### config.mk
export PLATFORM = sky130hd
export DESIGN_NAME = adder_tree_pipe
export DESIGN_NICKNAME = d
export VERILOG_FILES = /design/src/rtl/adder_tree_pipe.sv
export SDC_FILE = /design/constraint.sdc
export NUM_CORES = 1
export LEC_CHECK = 0
export CELL_PAD_IN_SITES_DETAIL_PLACEMENT = 1
export CELL_PAD_IN_SITES_GLOBAL_PLACEMENT = 1
export CORE_UTILIZATION = 36
export CTS_CLUSTER_SIZE = 12
export DETAILED_ROUTE_END_ITERATION = 16
export GPL_ROUTABILITY_DRIVEN = 0
export PLACE_DENSITY = 0.74
export SYNTH_ARGS = -nofsm -noshare
export SYNTH_HDL_FRONTEND = slang
export SYNTH_SLANG_ARGS = --single-unit
export TNS_END_PERCENT = 5
### constraint.sdc
create_clock -name clk -period 8.84 [get_ports clk]
set_input_delay 1.326 -clock clk [delete_from_list [all_inputs] [get_ports clk]]
set_output_delay 1.326 -clock clk [all_outputs]
set_load 0.05 [all_outputs]
### src/rtl/adder_tree_pipe.sv
// Fully pipelined binary adder tree: 2**LEVELS operands summed with one register per level.
// Optional output accumulator enabled by defining ADDER_TREE_PIPE_ACCUM_EN.
module adder_tree_pipe #(
  parameter int unsigned WIDTH  = 13,
  parameter int unsigned LEVELS = 3,
  parameter int unsigned SIGNED = 0,
  parameter int unsigned ACC_W  = 32
) (
  input  logic                         clk,
  input  logic                         rst,
  input  logic                         in_valid,
  output logic                         in_ready,
  input  logic [(WIDTH<<LEVELS)-1:0]   in_data,
  output logic                         out_valid,
  input  logic                         out_ready,
  output logic [WIDTH+LEVELS-1:0]      out_sum,
  output logic                         busy
`ifdef ADDER_TREE_PIPE_ACCUM_EN
  ,
  input  logic                         acc_clr,
  output logic [ACC_W-1:0]             acc_sum,
  output logic [15:0]                  acc_cnt
`endif
);

  localparam int unsigned N_IN  = 1 << LEVELS;
  localparam int unsigned OUT_W = WIDTH + LEVELS;
  localparam int unsigned CNT_W = 16;

  if (LEVELS < 1 || LEVELS > 6) begin : g_bad_levels
    $error("adder_tree_pipe: LEVELS must be 1..6");
  end
  if (ACC_W < OUT_W) begin : g_bad_acc_w
    $error("adder_tree_pipe: ACC_W must be >= WIDTH+LEVELS");
  end

  // Global stall: every stage moves together or nothing moves.
  logic adv;
  logic [LEVELS:0] stage_vld;

  assign adv      = !out_valid || out_ready;
  assign in_ready = adv;

  for (genvar l = 0; l <= LEVELS; l++) begin : g_lvl
    localparam int unsigned N = N_IN >> l;
    localparam int unsigned W = WIDTH + l;

    logic v;

    always_ff @(posedge clk or posedge rst) begin
      if (rst) begin
        v <= 1'b0;
      end else if (adv) begin
        if (l == 0) v <= in_valid;
        else        v <= g_lvl[(l == 0) ? 0 : l-1].v;
      end
    end

    assign stage_vld[l] = v;

    for (genvar k = 0; k < N; k++) begin : g_e
      logic [W-1:0] q;

      if (l == 0) begin : g_in
        always_ff @(posedge clk or posedge rst) begin
          if (rst)      q <= '0;
          else if (adv) q <= in_data[k*WIDTH +: WIDTH];
        end
      end else begin : g_add
        logic [W-2:0] a;
        logic [W-2:0] b;
        logic [W-1:0] a_ext;
        logic [W-1:0] b_ext;

        assign a = g_lvl[l-1].g_e[2*k].q;
        assign b = g_lvl[l-1].g_e[2*k+1].q;
        // One guard bit per level keeps the sum exact.
        assign a_ext = {(SIGNED != 0) ? a[W-2] : 1'b0, a};
        assign b_ext = {(SIGNED != 0) ? b[W-2] : 1'b0, b};

        always_ff @(posedge clk or posedge rst) begin
          if (rst)      q <= '0;
          else if (adv) q <= a_ext + b_ext;
        end
      end
    end
  end

  assign out_valid = g_lvl[LEVELS].v;
  assign out_sum   = g_lvl[LEVELS].g_e[0].q;
  assign busy      = |stage_vld;

`ifdef ADDER_TREE_PIPE_ACCUM_EN
  logic [ACC_W-1:0] acc_ext;

  always_comb begin
    acc_ext              = {ACC_W{(SIGNED != 0) && out_sum[OUT_W-1]}};
    acc_ext[OUT_W-1:0]   = out_sum;
  end

  // Clear wins over a result draining in the same cycle.
  always_ff @(posedge clk or posedge rst) begin
    if (rst) begin
      acc_sum <= '0;
      acc_cnt <= '0;
    end else if (acc_clr) begin
      acc_sum <= '0;
      acc_cnt <= '0;
    end else if (out_valid && out_ready) begin
      acc_sum <= acc_sum + acc_ext;
      if (acc_cnt != {CNT_W{1'b1}}) acc_cnt <= acc_cnt + CNT_W'(1);
    end
  end
`endif

endmodule

==> impl_results.md, run 1 <==
- NetSw: approximately 2500 µW
- Top cells by area, synth: dfrtp_1, nand2_1, ha_1, a21oi_1, xor2_1
- Antenna diodes: 0
- Final Instance Area: approximately 0.014 mm²
- Critical path peak fanout: 105
- Netlist cell types: 57
- Vias: just over 9000
- Data arrival, critical path: approximately 4 ns
- Mapped Nets: between 1500 and 2000
- Fin Setup TNS: 0 ns
- Critical Path End: in_ready
- Flops & latches, synth: 210
- Initial antenna violation count: 0
- CP startpoint: out_ready
- Post-DP Area: between 0.01 and 0.015 mm²
- Largest net degree at the start of global routing: ~110
- CTS tree: yes
- Chip height: approximately 180 µm
- First-pass GRT wire length: ~47000 µm
- RSZ-0062 raised after global routing: false
- Num ports: about 130
- VDD IR max: 0.2689 mV
- Clk_skew: between 0.008 and 0.009 ns
- Sequential fraction of the synthesis area: a little under half
- Period minus WS final: roughly 5.2 ns
- IO Port Bufs: about 130
- FF-to-FF Start: out_valid$_DFFE_PP0P_
- CTS Hold Buffers Added: 0
- Final period util: between 50% and 60%
- Post-synth ARST share: between 90% and 100%
- Clock Sinks: 210
- Reg2reg end: g_lvl[1].g_e[3].q[2]$_DFFE_PP0P_
- Starting Density: 37.03%
- Die W: between 150 and 200 µm
- YS warnings: 0
- Post-DRT Antenna Nets: 0
- Number of global-route vias before repair: between 9000 and 10000
- Crit-path max cell delay: 0.82 ns
- Flop2flop setup slack: 5.31 ns
- Fin. Hold Viols: 0
- Slew headroom: about 28%
- Multi-input gate area: 0.005891 mm²
- Die area: between 0.03 and 0.04 mm²
- CTS buffer count: 25
- Worst-case clock buffer depth: 3
- Commonest cells in the netlist: nand2_1, dfrtp_1, ha_1
- Number of max-cap violations: 0
- Avg Inst Size Synth: approximately 8.8 µm²
- Delay-heaviest family, CP: buffers and inverters
- Fmax: between 150 and 200 MHz
- Post-detail-place hpwl: 20020 µm
- Clk_lat worst skew: 0.50 ns
- Post-CTS Setup Bufs: 0
- Pre-CTS WS: approximately 3.6 ns
- Post_cts resized: 0
- Worst min-delay path category: register to register
- Kind of critical path: input pin to output pin
- Final number of setup-violating endpoints: 0
- Synth Instances: ~1300
- Sequential share of power: between 20% and 30%
- DRT iter0 DRCs: a little over 300
- Synth area leader: dfrtp_1
- Clock share of power: 18.5%
- Buffers & Inverters on Critical Path: 4
- DRC errors left: 0
- Ys flop type: dfrtp_1
- CP Depth: 5
- Pleak: 0.006648 µW
- Core area: a little over 0.03 mm²
- Worst-margin pin slew: approximately 1.1 ns
- Global route overflow: 0
- Reg area: about 0.0053 mm²
- DR vias/cell: 5.012
- GRT Total Usage: roughly 17%
- Fin. max-slew vios: 0
- Detailed Route WL: around 27000 µm
- Drt wl/cell: 15.08 µm
- Area grow syn2layout: 22.02%
- Share of cells above drive strength 1: 4.427%
- Num rows: between 60 and 70
- Number of synthesized flops with an enable pin: 0
- Critical Path RT: ~7.5 ns
- Int Power: between 3000 and 4000 µW
- FILL cells: around 3600
- Mapped Area: 0.01145 mm²
- Pwr per Cell Area: about 420 mW/mm²
- # H-tree levels: 1
- CTS clk-pin slew, worst paths: ~0.060 ns
- Crit. End Element: output pin
- Most frequent CP cell: clkdlybuf4s50_1
- Drt pass-1 iters: 4
- Status: finished clean
- # nets final: 1615
- Post-synth top area share: 45.91%
- Sw Ratio: between 40% and 50%
- Reg2reg path depth: 7
- Hold Slack: between 0.4 and 0.5 ns
- Count leader, synth: nand2_1
- Root buf cell: clkbuf_16
- Startpoint Class: input pin
- CP cell instances: clkdlybuf4s50_1 -> nor2b_4 -> buf_4 -> inv_6 -> clkdlybuf4s50_1
- Worst-path cell with the longest stage delay: clkdlybuf4s50_1
- Comb power frac: a little over half
- Post-route setup slack: 3.609 ns
[worst min-delay path by stage]
stage / startpoint / end / slack, ns / depth (start not counted)
2_1_floorplan: g_lvl[0].g_e[1].q[0]$_DFFE_PP0P_ / g_lvl[0].g_e[1].q[0]$_DFFE_PP0P_ / 0.44 / 2
3_3_place_gp: g_lvl[0].g_e[5].q[10]$_DFFE_PP0P_ / g_lvl[0].g_e[5].q[10]$_DFFE_PP0P_ / 0.46 / 2
3_5_place_dp: g_lvl[0].g_e[5].q[9]$_DFFE_PP0P_ / g_lvl[0].g_e[5].q[9]$_DFFE_PP0P_ / 0.46 / 2
4_1_cts: g_lvl[0].g_e[5].q[9]$_DFFE_PP0P_ / g_lvl[0].g_e[5].q[9]$_DFFE_PP0P_ / 0.48 / 2
5_1_grt: g_lvl[0].g_e[3].q[4]$_DFFE_PP0P_ / g_lvl[0].g_e[3].q[4]$_DFFE_PP0P_ / 0.49 / 2
6_report: g_lvl[0].g_e[1].q[4]$_DFFE_PP0P_ / g_lvl[0].g_e[1].q[4]$_DFFE_PP0P_ / 0.47 / 2
[kinds of logic after synthesis]
kind of cell | Yosys count | synth area share (%)
AOI/OAI and AO/OA | 278 | 15.36
xor gates and xnor gates | 64 | 4.897
adders and majority gates | 102 | 11.61
buffers and inverters | 81 | 2.689
DFF | 210 | 45.91
and+or+nand+nor | 559 | 19.53
[registers in the layout, indices dropped and copies added (netlist names)]
| signal | cells |
|---|---|
| out_sum | 16 |
| g_lvl.g_e.q | 190 |
| out_valid | 1 |
| g_lvl.v | 3 |
[stage by stage]
step	util [%]	total power (µW)	cells
finish	45.18	5846	1819
global route	45.18	6365	1819
CTS	45.18	5918	1819
detailed placement	42.33	4789	1774
global placement	42.33	4668	1774
floorplan	-	3957	1294
[cell usage in the layout (no fill, tap or decap), types with 3 or more instances in the layout]
cell / synthesis / layout
o21ai_0: 64 / 64
dfrtp_1: 210 / 210
a21o_1: 25 / 25
bufinv_16: 0 / 3
xnor2_1: 24 / 24
ha_1: 95 / 95
o21a_1: 18 / 18
a21oi_1: 90 / 90
clkbuf_16: 0 / 25
xor2_1: 40 / 40
a31oi_1: 3 / 3
clkbuf_1: 44 / 5
nor3_1: 27 / 27
and3_1: 4 / 4
and2_1: 4 / 4
clkdlybuf4s50_1: 0 / 126
a211o_1: 4 / 4
a41o_1: 3 / 3
o31ai_1: 11 / 11
clkbuf_8: 0 / 10
a21boi_1: 3 / 3
nor2_1: 85 / 85
nand3_1: 5 / 5
o21bai_1: 6 / 6
nand2_1: 406 / 406
fa_1: 7 / 7
a2111oi_0: 6 / 6
a211oi_1: 12 / 12
inv_1: 32 / 31
nand2b_1: 5 / 5
a31o_2: 3 / 3
or3_1: 5 / 5
nor2b_1: 9 / 8
buf_4: 0 / 6
o21ai_1: 9 / 9
[power groups by stage]
stage	logic, µW	registers, µW	clock network [µW]
CTS	3130	1670	1110
detailed placement	3110	1680	0
global placement	3000	1670	0
finish	3100	1660	1080
global route	3500	1710	1150
floorplan	2260	1700	0
[worst min-delay path, stage by stage, from the launching register on]
cell     delay [ns]
dfrtp_1        0.34
nand2_1        0.05
nand2_1        0.05
[layout make-up]
| class | count | share of cell area (%) |
|---|---|---|
| Clock buffer | 40 | 5.599 |
| Clock inverter | 5 | 0.7167 |
| Inverter | 33 | 0.9765 |
| Multi-Input combinational cell | 1003 | 42.18 |
| Sequential cell | 210 | 37.63 |
| Tap cell | 396 | 3.548 |
| Timing Repair Buffer | 132 | 9.353 |
[layer usage]
layer  part of all wire [%]  vias to the layer above  global-route usage [%]
li1                       -                     4588                       -
met2                     45                      120                   28.05
met3                    3.1                       26                   1.940
met4                    1.3                        0                   2.906
met5                      0                        -                       0
met1                     51                     4383                   25.10
Note: power is estimated with default switching activity, not from simulation.
==> run 2: changes to the inputs <==
- PLACE_DENSITY: 0.74 -> 0.76
- clock period: 8.84 -> 4.3 ns (I/O delays scaled with it)
==> run 2 against run 1 <==
Effect of this change: sequential power up 110%; sequential cell count is the same; power increased by 110%; clock power is 120% higher; global-route usage rose by 0.72 points; critical endpoint unchanged; largest power group unchanged.
==> impl_results.md, run 2 (synthesized netlist as in run 1, its figures left out) <==
- Status: finished clean
- Int Power: 7085 µW (+110%)
- GRT busiest layer: met2
- Critical path peak fanout: 42 (-60%)
- Layout Utilization: 45.56% (+0.38 points)
- DRT iter0 DRCs: 338 (+9.0%)
- CP startpoint: out_ready
- Vias: 9154 (+0.41%)
- Area grow syn2layout: 23.03%
- Antenna diodes: 0 (unchanged)
- Most frequent CP cell: clkdlybuf4s50_1
- CTS clk-pin slew, worst paths: 0.06 ns (about the same)
- DRC errors left: 0 (unchanged)
- # H-tree levels: 1 (unchanged)
- CTS buffer count: 26 (+4.0%)
- Worst-path cell with the longest stage delay: clkdlybuf4s50_1
- Sw Ratio: 42.40% (+0.077 points)
- Global route overflow: 0 (unchanged)
- Startpoint Class: input pin
- Pwr per Cell Area: 873.4 mW/mm² (+110%)
- Share of cells above drive strength 1: 4.702% (+0.27 points)
- FF-to-FF Start: g_lvl[0].g_e[0].q[0]$_DFFE_PP0P_
- FILL cells: 3582 (-1.2%)
- Placed insts: 1774 (unchanged)
- Most frequent cells in the layout: nand2_1, dfrtp_1, clkdlybuf4s50_1
- Clock Sinks: 210 (unchanged)
- Largest net degree at the start of global routing: 203 (+92%)
- Max FFs per register: 190 (unchanged)
- Post-DP Area: 0.01313 mm² (+0.35%)
- CP Depth: 4 (-1)
- Commonest non-fill, non-tap cell in the layout: nand2_1
- # nets final: 1616 (+0.062%)
- Sequential share of power: 27.8% (-0.7 points)
- CP cell instances: clkdlybuf4s50_1 -> nor2b_4 -> inv_6 -> clkdlybuf4s50_1
- Final number of setup-violating endpoints: 0 (unchanged)
- Data arrival, critical path: 2.33 ns (-1.57 ns)
- Hold Startpoint: g_lvl[0].g_e[3].q[8]$_DFFE_PP0P_
- Starting Density: 37.03% (unchanged)
- CTS tree: yes
- Layout Cells excl Fill: 1821 (+0.11%)
- Worst-margin pin slew: 0.9310 ns (-0.1544 ns)
- Num ports: 127 (unchanged)
- Kind of critical path: input pin to output pin
- Post-detail-place hpwl: 20160 µm (+0.70%)
- Slew headroom: 37.93% (+10 points)
- Delay-heaviest family, CP: buffers and inverters
- Worst min-delay path category: register to register
- VDD IR max: 0.3570 mV (+33%)
- Initial antenna violation count: 0 (unchanged)
- Met3 Use GR: 2.021% (+0.081 points)
- Post-DRT Antenna Nets: 0 (unchanged)
- GRT Total Usage: 18.01% (+0.72 points)
- DR vias/cell: 5.027 (+0.30%)
- Period minus WS final: approximately 3 ns
- Die area: 0.03251 mm² (unchanged)
- Crit-path max cell delay: 0.86 ns (+0.04 ns)
- Drt wl/cell: 15.72 µm (+4.2%)
- Multi-input gate area: 0.005891 mm² (unchanged)
- Critical Path RT: 3.65 ns (-3.86 ns)
- Clk_skew: 0.007014 ns (-0.001038 ns)
- Die W: 180.3 µm (unchanged)
- Fmax: 335.6 MHz
- Fin Setup TNS: 0 ns (unchanged)
- Num rows: 64 (unchanged)
- GR met2 Demand/Resource: 30.81% (+2.8 points)
- Pleak: 0.006694 µW (+0.69%)
- Comb power frac: 52.7% (-0.3 points)
- Hold Slack: 0.4732 ns (+0.002987 ns)
- Clk_lat worst skew: 0.52 ns (+0.02 ns)
- NetSw: 5214 µW (+110%)
- Hold path cells: 2 (unchanged)
- Reg area: 0.005255 mm² (unchanged)
- Final Instance Area: 0.01408 mm² (+0.83%)
- Drt pass-1 iters: 4 (unchanged)
- Chip height: 180.3 µm (unchanged)
- Fin. Hold Viols: 0 (unchanged)
- Detailed Route WL: 28620 µm (+4.3%)
- First-pass GRT wire length: 48760 µm (+3.7%)
- Crit. End Element: output pin
- IO Port Bufs: 126 (unchanged)
- RSZ-0062 raised after global routing: false
- CTS Hold Buffers Added: 0 (unchanged)
- Worst-case clock buffer depth: 3 (unchanged)
- Final period util: 69.30%
- Fin. max-slew vios: 0 (unchanged)
- Number of global-route vias before repair: 9893 (+3.3%)
- Clock share of power: 19.5% (+1.0 points)
- Reg2reg path depth: 10 (+3)
- Number of max-cap violations: 0 (unchanged)
- Core area: 0.03091 mm² (unchanged)
- Root buf cell: clkbuf_16
- Post_cts resized: 0 (unchanged)
- Post-CTS Setup Bufs: 0 (unchanged)
- Buffers & Inverters on Critical Path: 3 (-1)
- Largest register by flop count: g_lvl.g_e.q
- Global-route met1 utilization: 24.56% (-0.54 points)
[run 2: worst register-to-register path: cells and delay by family, from the launching register on]
family,cells,cell delay [ns]
buf+inv,1,0.07
flops,1,0.35
fa+ha+maj,2,0.61
simple gates,1,0.17
compound gates,6,1.59
[run 2: worst paths after layout]
path,endpoint,slack (ns)
worst max-delay path,in_ready,1.32
worst min-delay path,g_lvl[0].g_e[3].q[8]$_DFFE_PP0P_,0.47
worst max register to register,g_lvl[1].g_e[0].q[10]$_DFFE_PP0P_,1.40
worst min register to register,g_lvl[0].g_e[3].q[8]$_DFFE_PP0P_,0.47
max in group asynchronous,out_sum[11]$_DFFE_PP0P_,2.81
min in group asynchronous,g_lvl[0].g_e[2].q[8]$_DFFE_PP0P_,0.62
[run 2: stage by stage]
stage | setup WS, ns | power [µW]
floorplan | 0.9268 | 8136
global placement | 1.316 | 9597
detailed placement | 1.302 | 9899
CTS | 1.304 | 12430
global route | 1.225 | 13350
finish | 1.320 | 12300
[run 2: power groups by stage]
stage | Clock, µW | Sequential [µW] | Combinational [µW]
finish | 2390 | 3420 | 6490
global route | 2530 | 3520 | 7300
CTS | 2450 | 3430 | 6560
detailed placement | 0 | 3450 | 6450
global placement | 0 | 3410 | 6190
floorplan | 0 | 3490 | 4650
[run 2: cell type report]
cell class                 instances  share of cell area, %
multi-input combinational       1003                  41.83
clock buffer                      36                  5.464
clock inverter                    11                  1.297
timing repair buffer             132                  9.631
sequential                       210                  37.32
inverter                          33                 0.9418
tap                              396                  3.518
[run 2: metal layers]
metal  part of all wire, %  vias to the layer above
li1                      -                     4577
met1                    48                     4417
met2                    48                      125
met3                   3.0                       35
met4                   1.4                        0
met5                     0                        -
